[src/rtl/abc_pipe_pkg.sv]
// abc_pipe shared types: framer states, beat tag, stage-count helpers.
// Optional build macro: ABC_PIPE_FRAME_FILTER_EN.
package abc_pipe_pkg;

   localparam int ABC_PIPE_MAX_STAGES = 8;

   typedef enum logic {
      IDLE,
      PKT
   } abc_frame_state_t;

   typedef struct packed {
      logic sop;
      logic eop;
   } abc_tag_t;

   function automatic int abc_clamp_stages(int n);
      if (n < 1) return 1;
      if (n > ABC_PIPE_MAX_STAGES) return ABC_PIPE_MAX_STAGES;
      return n;
   endfunction

   function automatic logic abc_is_orphan(abc_frame_state_t st, logic sop);
      return (st == IDLE) && !sop;
   endfunction

endpackage

[src/rtl/abc_pipe_stage.sv]
// One valid/ready register slice of the abc beat pipeline.
// mark_eop ORs a forced eop into whatever this slice holds after the edge.
module abc_pipe_stage
   import abc_pipe_pkg::*;
#(
   parameter int W = 64
) (
   input  logic         clk,
   input  logic         rst_n,
   input  logic         up_valid,
   input  logic         up_sop,
   input  logic         up_eop,
   input  logic [W-1:0] up_data,
   input  logic         dn_ready,
   input  logic         mark_eop,
   output logic         valid,
   output logic         sop,
   output logic         eop,
   output logic [W-1:0] data
);

   typedef struct packed {
      abc_tag_t       tag;
      logic [W-1:0]   data;
   } beat_t;

   beat_t q;
   logic  ready;

   assign ready = !valid || dn_ready;

   always_ff @(posedge clk or negedge rst_n) begin
      if (!rst_n) begin
         valid <= 1'b0;
         q     <= '0;
      end else begin
         if (ready) begin
            valid     <= up_valid;
            q.tag.sop <= up_sop;
            q.data    <= up_data;
         end
         q.tag.eop <= (ready ? up_eop : q.tag.eop) | mark_eop;
      end
   end

   assign sop  = q.tag.sop;
   assign eop  = q.tag.eop;
   assign data = q.data;

endmodule

[src/rtl/abc_pipe.sv]
// Back-pressurable abc packet pipeline with framing checker and packet counter.
// Build macro ABC_PIPE_FRAME_FILTER_EN drops orphans and closes nested packets.
module abc_pipe
   import abc_pipe_pkg::*;
#(
   parameter int DATA_W = 64,
   parameter int STAGES = 2,
   parameter int CNT_W  = 16
) (
   input  logic              clk,
   input  logic              rst_n,
   input  logic              in_valid,
   output logic              in_ready,
   input  logic              in_sop,
   input  logic              in_eop,
   input  logic [DATA_W-1:0] in_data,
   output logic              out_valid,
   input  logic              out_ready,
   output logic              out_sop,
   output logic              out_eop,
   output logic [DATA_W-1:0] out_data,
   output logic              err_orphan,
   output logic              err_nested,
   output logic [CNT_W-1:0]  pkt_cnt
);

   localparam int NS = abc_clamp_stages(STAGES);

   abc_frame_state_t  state_q, state_d;
   logic [NS:0]       v, s, e;
   logic [DATA_W-1:0] d [NS+1];
   logic [NS-1:0]     dn_rdy, mark;
   logic              acc, orphan, nested, drop;

   assign acc    = in_valid && in_ready;
   assign orphan = acc && abc_is_orphan(state_q, in_sop);
   assign nested = acc && (state_q == PKT) && in_sop;

   assign v[0] = in_valid && !drop;
   assign s[0] = in_sop;
   assign e[0] = in_eop;
   assign d[0] = in_data;

   // ready of slice k+1, flattened so it depends only on valid bits
   for (genvar k = 0; k < NS; k++) begin : g_stage
      if (k == NS - 1) begin : g_last
         assign dn_rdy[k] = out_ready;
      end else begin : g_mid
         assign dn_rdy[k] = out_ready | ~&v[NS:k+2];
      end

      abc_pipe_stage #(.W(DATA_W)) u_stage (
         .clk      (clk),
         .rst_n    (rst_n),
         .up_valid (v[k]),
         .up_sop   (s[k]),
         .up_eop   (e[k]),
         .up_data  (d[k]),
         .dn_ready (dn_rdy[k]),
         .mark_eop (mark[k]),
         .valid    (v[k+1]),
         .sop      (s[k+1]),
         .eop      (e[k+1]),
         .data     (d[k+1])
      );
   end

   assign in_ready = !v[1] || dn_rdy[0];

`ifdef ABC_PIPE_FRAME_FILTER_EN
   logic [NS-1:0] young;

   assign drop = orphan;

   // youngest held beat either stays put or moves one slice down
   for (genvar k = 0; k < NS; k++) begin : g_mark
      if (k == 0) begin : g_first
         assign young[k] = v[1];
         assign mark[k]  = nested && young[k] && !dn_rdy[k];
      end else begin : g_rest
         assign young[k] = v[k+1] && ~|v[k:1];
         assign mark[k]  = nested &&
                           ((young[k] && !dn_rdy[k]) ||
                            (young[k-1] && dn_rdy[k-1]));
      end
   end
`else
   assign drop = 1'b0;
   assign mark = '0;
`endif

   always_comb begin
      state_d = state_q;
      if (acc) begin
         unique case (state_q)
            IDLE:    if (in_sop && !in_eop) state_d = PKT;
            PKT:     if (in_eop) state_d = IDLE;
            default: state_d = IDLE;
         endcase
      end
   end

   always_ff @(posedge clk or negedge rst_n) begin
      if (!rst_n) begin
         state_q    <= IDLE;
         err_orphan <= 1'b0;
         err_nested <= 1'b0;
         pkt_cnt    <= '0;
      end else begin
         state_q    <= state_d;
         err_orphan <= orphan;
         err_nested <= nested;
         if (out_valid && out_ready && out_eop) pkt_cnt <= pkt_cnt + 1'b1;
      end
   end

   assign out_valid = v[NS];
   assign out_sop   = s[NS];
   assign out_eop   = e[NS];
   assign out_data  = d[NS];

endmodule

[config.mk]
export PLATFORM = sky130hd
export DESIGN_NAME = abc_pipe
export DESIGN_NICKNAME = d
export VERILOG_FILES = /design/src/rtl/abc_pipe_pkg.sv /design/src/rtl/abc_pipe_stage.sv /design/src/rtl/abc_pipe.sv
export SDC_FILE = /design/constraint.sdc
export NUM_CORES = 1
export LEC_CHECK = 0
export ABC_AREA = 1
export BUFFER_PORTS_ARGS = -buffer_cell sky130_fd_sc_hd__buf_2
export CAP_MARGIN = 10
export CORE_UTILIZATION = 60
export CTS_BUF_LIST = sky130_fd_sc_hd__clkbuf_4 sky130_fd_sc_hd__clkbuf_8
export CTS_CLUSTER_SIZE = 40
export DETAILED_ROUTE_END_ITERATION = 12
export PLACE_DENSITY = 0.88
export SYNTH_ARGS = -nofsm -noshare
export SYNTH_HDL_FRONTEND = slang
export SYNTH_SLANG_ARGS = --single-unit
[constraint.sdc]
create_clock -name clk -period 2.2 [get_ports clk]
set_input_delay 0.33 -clock clk [delete_from_list [all_inputs] [get_ports clk]]
set_output_delay 0.33 -clock clk [all_outputs]
set_load 0.005 [all_outputs]
# Yosys cells after proc, flatten, opt, wreduce, memory -nomap -nowiden

Index checks and enable logic that the tools add are counted.

Flip-flop bits (word level): 153

Reduce and logical (&&, ||, !) cells: 14
Mux-type cells: 3
$add $sub $neg: 1
Bitwise operators: 2

Operator list:

| kind                                                            | number |
|---|---|
| 16-bit by 1-bit adder with 16-bit output, second input constant | 1 |
| 1-bit logical AND                                               | 8 |
| 1-bit logical NOT                                               | 4 |
| 1-bit logical OR                                                | 2 |
| 1-bit two-way mux                                               | 2 |
| 1-bit one-hot mux with 2 select lines                           | 1 |
| 1-bit inverter                                                  | 1 |
| 1-bit bitwise OR                                                | 1 |

# Logic depth before layout (Yosys ltp)

Word-level depth: 6
Depth in mapped cells: 9

# Cells and area by module

Synthesis repeated with hierarchy kept, for this count alone.

Cell total of the unflattened synthesis: 701
Area total of the unflattened synthesis: 6208.5 um^2

By module, submodules not included:

| module         | area an instance (um^2) | times used | cells an instance |
|---|---|---|---|
| abc_pipe_stage | 2621.3                  | 2          | 291 |
| abc_pipe       | 965.9                   | 1          | 119 |

# Worst setup path before layout

No wires, ideal clock.

Path kind: reg2out
Start: register g_stage[1].u_stage.valid
End: output in_ready
Path buffers: 2
Required time: 1870 ps
Setup slack: 880 ps
Stages on the path, launching flop included: 6
Arrival: 990 ps
Path through: dfrtp_1 -> inv_2 -> nor2_2 -> nand2_1 -> buf_4 -> clkbuf_1

Longest elaborated chain between the ends: 3

RTL lines:

| element                | line                 | source |
|---|---|---|
| from (decl)            | abc_pipe_stage.sv:16 | `output logic valid,` |
| from (signal assigned) | abc_pipe_stage.sv:38 | `valid <= up_valid;` |
| 1-bit logical NOT      | abc_pipe.sv:49       | `assign dn_rdy[k] = out_ready \| ~&v[NS:k+2];` |
| 1-bit bitwise OR       | abc_pipe.sv:49       |  |
| 1-bit logical OR       | abc_pipe.sv:68       | `assign in_ready = !v[1] \|\| dn_rdy[0];` |
| to (decl)              | abc_pipe.sv:13       | `output logic in_ready,` |

No other way between the ends.

# Worst setup path after layout

Same ends and word-level chain as after synthesis.

==> results by group <==
Setup path
  • Slowest stage cell, crit path: dfrtp_1
  • Crit Path Category: reg -> out
  • Crit path max fanout: 23
  • CP arrival: 1.49 ns
  • Worst-case reg-to-reg path depth: 6
  • CP Cell Sequence: inv_2 > nor2_4 > nand2_4 > buf_2
  • Required time of the critical path: 1.87 ns
  • Worst path bufs/invs: 2
  • Reg2reg setup slack: 0.59 ns
  • Family with the most delay on the worst path: flip-flops
  • Reg2reg end: g_stage[1].u_stage.data[41]$_DFFE_PN0P_
  • Slowest stage delay, CP: a little under 0.4 ns
  • R2R Path Start: g_stage[1].u_stage.valid$_DFFE_PN0P_
  • Worst Setup Start Kind: flip-flop
  • Crit path capture type: output port

Cells and area
  • Total Nets Final: 817
  • Final Util: 70.2%
  • Fillers: 750
  • Share of post-route cells with drive strength above 1: 29.9%
  • Ant. Diodes: 0
  • Synth-to-Final Area Change: 13.3%
  • Design area: 7280 um^2

Die
  • Die Area: about 11000 um^2
  • Chip width: 106 um
  • Die height: 106 um
  • Row cnt: 37
  • Core Box Area: around 10000 um^2
  • Initial Util: between 60 and 70%
  • I/O pins: 156

Global routing
  • Gr ovfl total: 0
  • First-pass GRT wire length: between 20000 and 25000 um
  • Initial antenna violation count: 0
  • Largest net degree at the start of global routing: 110
  • Total track usage: 24.4%
  • Vias in the first global route: 4552

Routing
  • Via/cell ratio: 4.99
  • Drc violations: 0
  • Total wire length: 12300 um
  • First-pass detailed-route iteration total: 4
  • Vias: 4463
  • Wire per inst: about 14 um
  • ANT nets after route: 0
  • DR iter-0 viols: between 200 and 300

Synth
  • Post-synthesis async set-or-reset flop share: 100%
  • Top-area cell type share of the netlist area: ~60%
  • Main area contributors after synthesis: dfrtp_1 60%, nand2_1 12%, buf_4 7.9%
  • Top-count cell post-synth: nand2_1
  • Ys Warns: 0
  • Library cells used by synthesis: 24
  • Area leader, netlist: dfrtp_1
  • Sequential share of the synthesized area: 59.6%
  • Synth Flop Type: dfrtp_1
  • FF+latch count, synth: about 150
  • Commonest cells in the netlist: 197 x nand2_1, 153 x dfrtp_1, 68 x buf_4
  • Synthesized Nets: a little over 700
  • Post-Synthesis Cells: 654
  • Mapped Area: 6430 um^2
  • Avg Cell Area, Syn: 9.83 um^2
  • EDFF count, synth: 0

Clocking
  • CTS max path bufs: 2
  • H-Tree Depth: 4
  • Root Buffer: clkbuf_8
  • Clock sink count: 153
  • CTS tree: yes
  • CTS-repair resized insts: 0
  • Post-CTS Setup Bufs: 0
  • Reg clk slew, reported paths: 0.08 ns
  • Worst-Skew Late Latency: ~0.45 ns
  • Cts bufs inserted: 17
  • Post-CTS Hold Buffers: 1

Timing
  • RSZ-0062 raised after global routing: no
  • Slew Viols, Final: 0
  • Worst-margin pin slew: 0.428 ns
  • Worst setup skew after layout: 0.00829 ns
  • Part of the cycle the worst path needs: 82.9%
  • Fin Setup TNS: 0 ns
  • Final setup viols: 0
  • Fmax achieved: approximately 0.55 GHz
  • Slew HR: 71.4%
  • Post-route setup slack: 0.377 ns
  • Final hold vios: 0
  • Tmin final: 1.82 ns

Placed design
  • Gpl congestion: 0.883
  • Post-DP Area: 6880 um^2
  • Dpl ws: approximately 0.56 ns
  • Port Buf Inserts: 155
  • Final HPWL DP: 8490 um

Power and ir drop
  • Leakage Power: 0.00389 uW
  • PwrDens: 899 nW/um^2
  • Maximum VDD drop: around 0.59 mV

Worst hold path
  • Hold depth: 2
  • Hold path startpoint: in_sop
  • Hold Path Sink: err_orphan$_DFF_PN0_
  • Hold crit path type: in -> reg

Flow run
  • Number of max-cap violations: 0

Outcome
  • Outcome: finished clean
metrics by stage:
| step | std cells | total power, uW | hold WS [ns] |
|---|---|---|---|
| 6_report | 895 | 6550 | 0.0756 |
| 2_1_floorplan | 654 | 4290 | 0.0344 |
| 3_5_place_dp | 862 | 4570 | 0.286 |
| 3_3_place_gp | 862 | 4490 | 0.279 |
| 5_1_grt | 895 | 6910 | 0.0430 |
| 4_1_cts | 895 | 6600 | 0.0455 |
state kept, by name, indices dropped and copies added (netlist names):
register and flops:
err_nested 1, g_stage.u_stage.data 128, g_stage.u_stage.valid 2, pkt_cnt 16, state_q 1, g_stage.u_stage.eop 2
err_orphan 1, g_stage.u_stage.sop 2
logic make-up after synthesis:
family | synth area share, %
AO/OA/AOI/OAI | 6.77
XOR/XNOR | 1.09
adder cells (fa/ha/maj) | 0.195
buffers and inverters | 12.9
flip-flops | 59.6
multiplexers | 5.26
AND/OR/NAND/NOR | 14.2
report_power, final:
group	total [uW]	internal (uW)	switching, uW
combinational	1060	478	581
clock	2040	995	1040
sequential	3450	3210	242
total	6550	4680	1870
layer usage:
layer | routed length (um) | GRT usage (%) | vias to the layer above
li1 | - | - | 2161
met1 | 5260 | 30.1 | 2144
met2 | 5990 | 40.1 | 139
met3 | 922 | 9.21 | 19
met4 | 165 | 7.64 | 0
met5 | 0 | 0 | -
worst reg2reg max path, delay by kind of cell (launching register included):
| kind | cells | cell delay [ns] |
|---|---|---|
| buffers and inverters | 3 | 0.75 |
| flip-flops | 1 | 0.39 |
| AND/OR/NAND/NOR | 3 | 0.35 |
worst max path at each step:
stage                                               from  slack, ns  cells past startpoint                                       to
detailed placement                             out_ready       0.56                      6  g_stage[1].u_stage.data[41]$_DFFE_PN0P_
floorplan           g_stage[1].u_stage.valid$_DFFE_PN0P_       0.88                      5                                 in_ready
finish              g_stage[1].u_stage.valid$_DFFE_PN0P_       0.38                      4                                 in_ready
global placement                               out_ready       0.62                      6  g_stage[1].u_stage.data[38]$_DFFE_PN0P_
global route        g_stage[1].u_stage.valid$_DFFE_PN0P_       0.27                      4                                 in_ready
CTS                 g_stage[1].u_stage.valid$_DFFE_PN0P_       0.35                      4                                 in_ready
cell usage in the layout (no fill, tap or decap), drive strengths merged:
cell type and count:
nand3 9, clkinv 9, nand2 198, clkbuf 20, inv 58, bufinv 1
dlygate4sd3 1, ha 1, buf 162, xnor2 4, mux2 25, xor2 4
o21ai 85, a21oi 2, clkinvlp 1, nor2 19, nor3 3, nand4 3
or2 1, dfrtp 153
layout make-up:
type	instances	area (um^2)	area share, %
flip-flops and latches	153	3830	52.6
multi-input cells	354	1780	24.5
repair buffers	163	895	12.3
clock buffers	20	275	3.78
inverters	57	214	2.94
well taps	136	170	2.34
clock inverters	12	118	1.62
No activity file was read; power rests on OpenSTA's default activity.
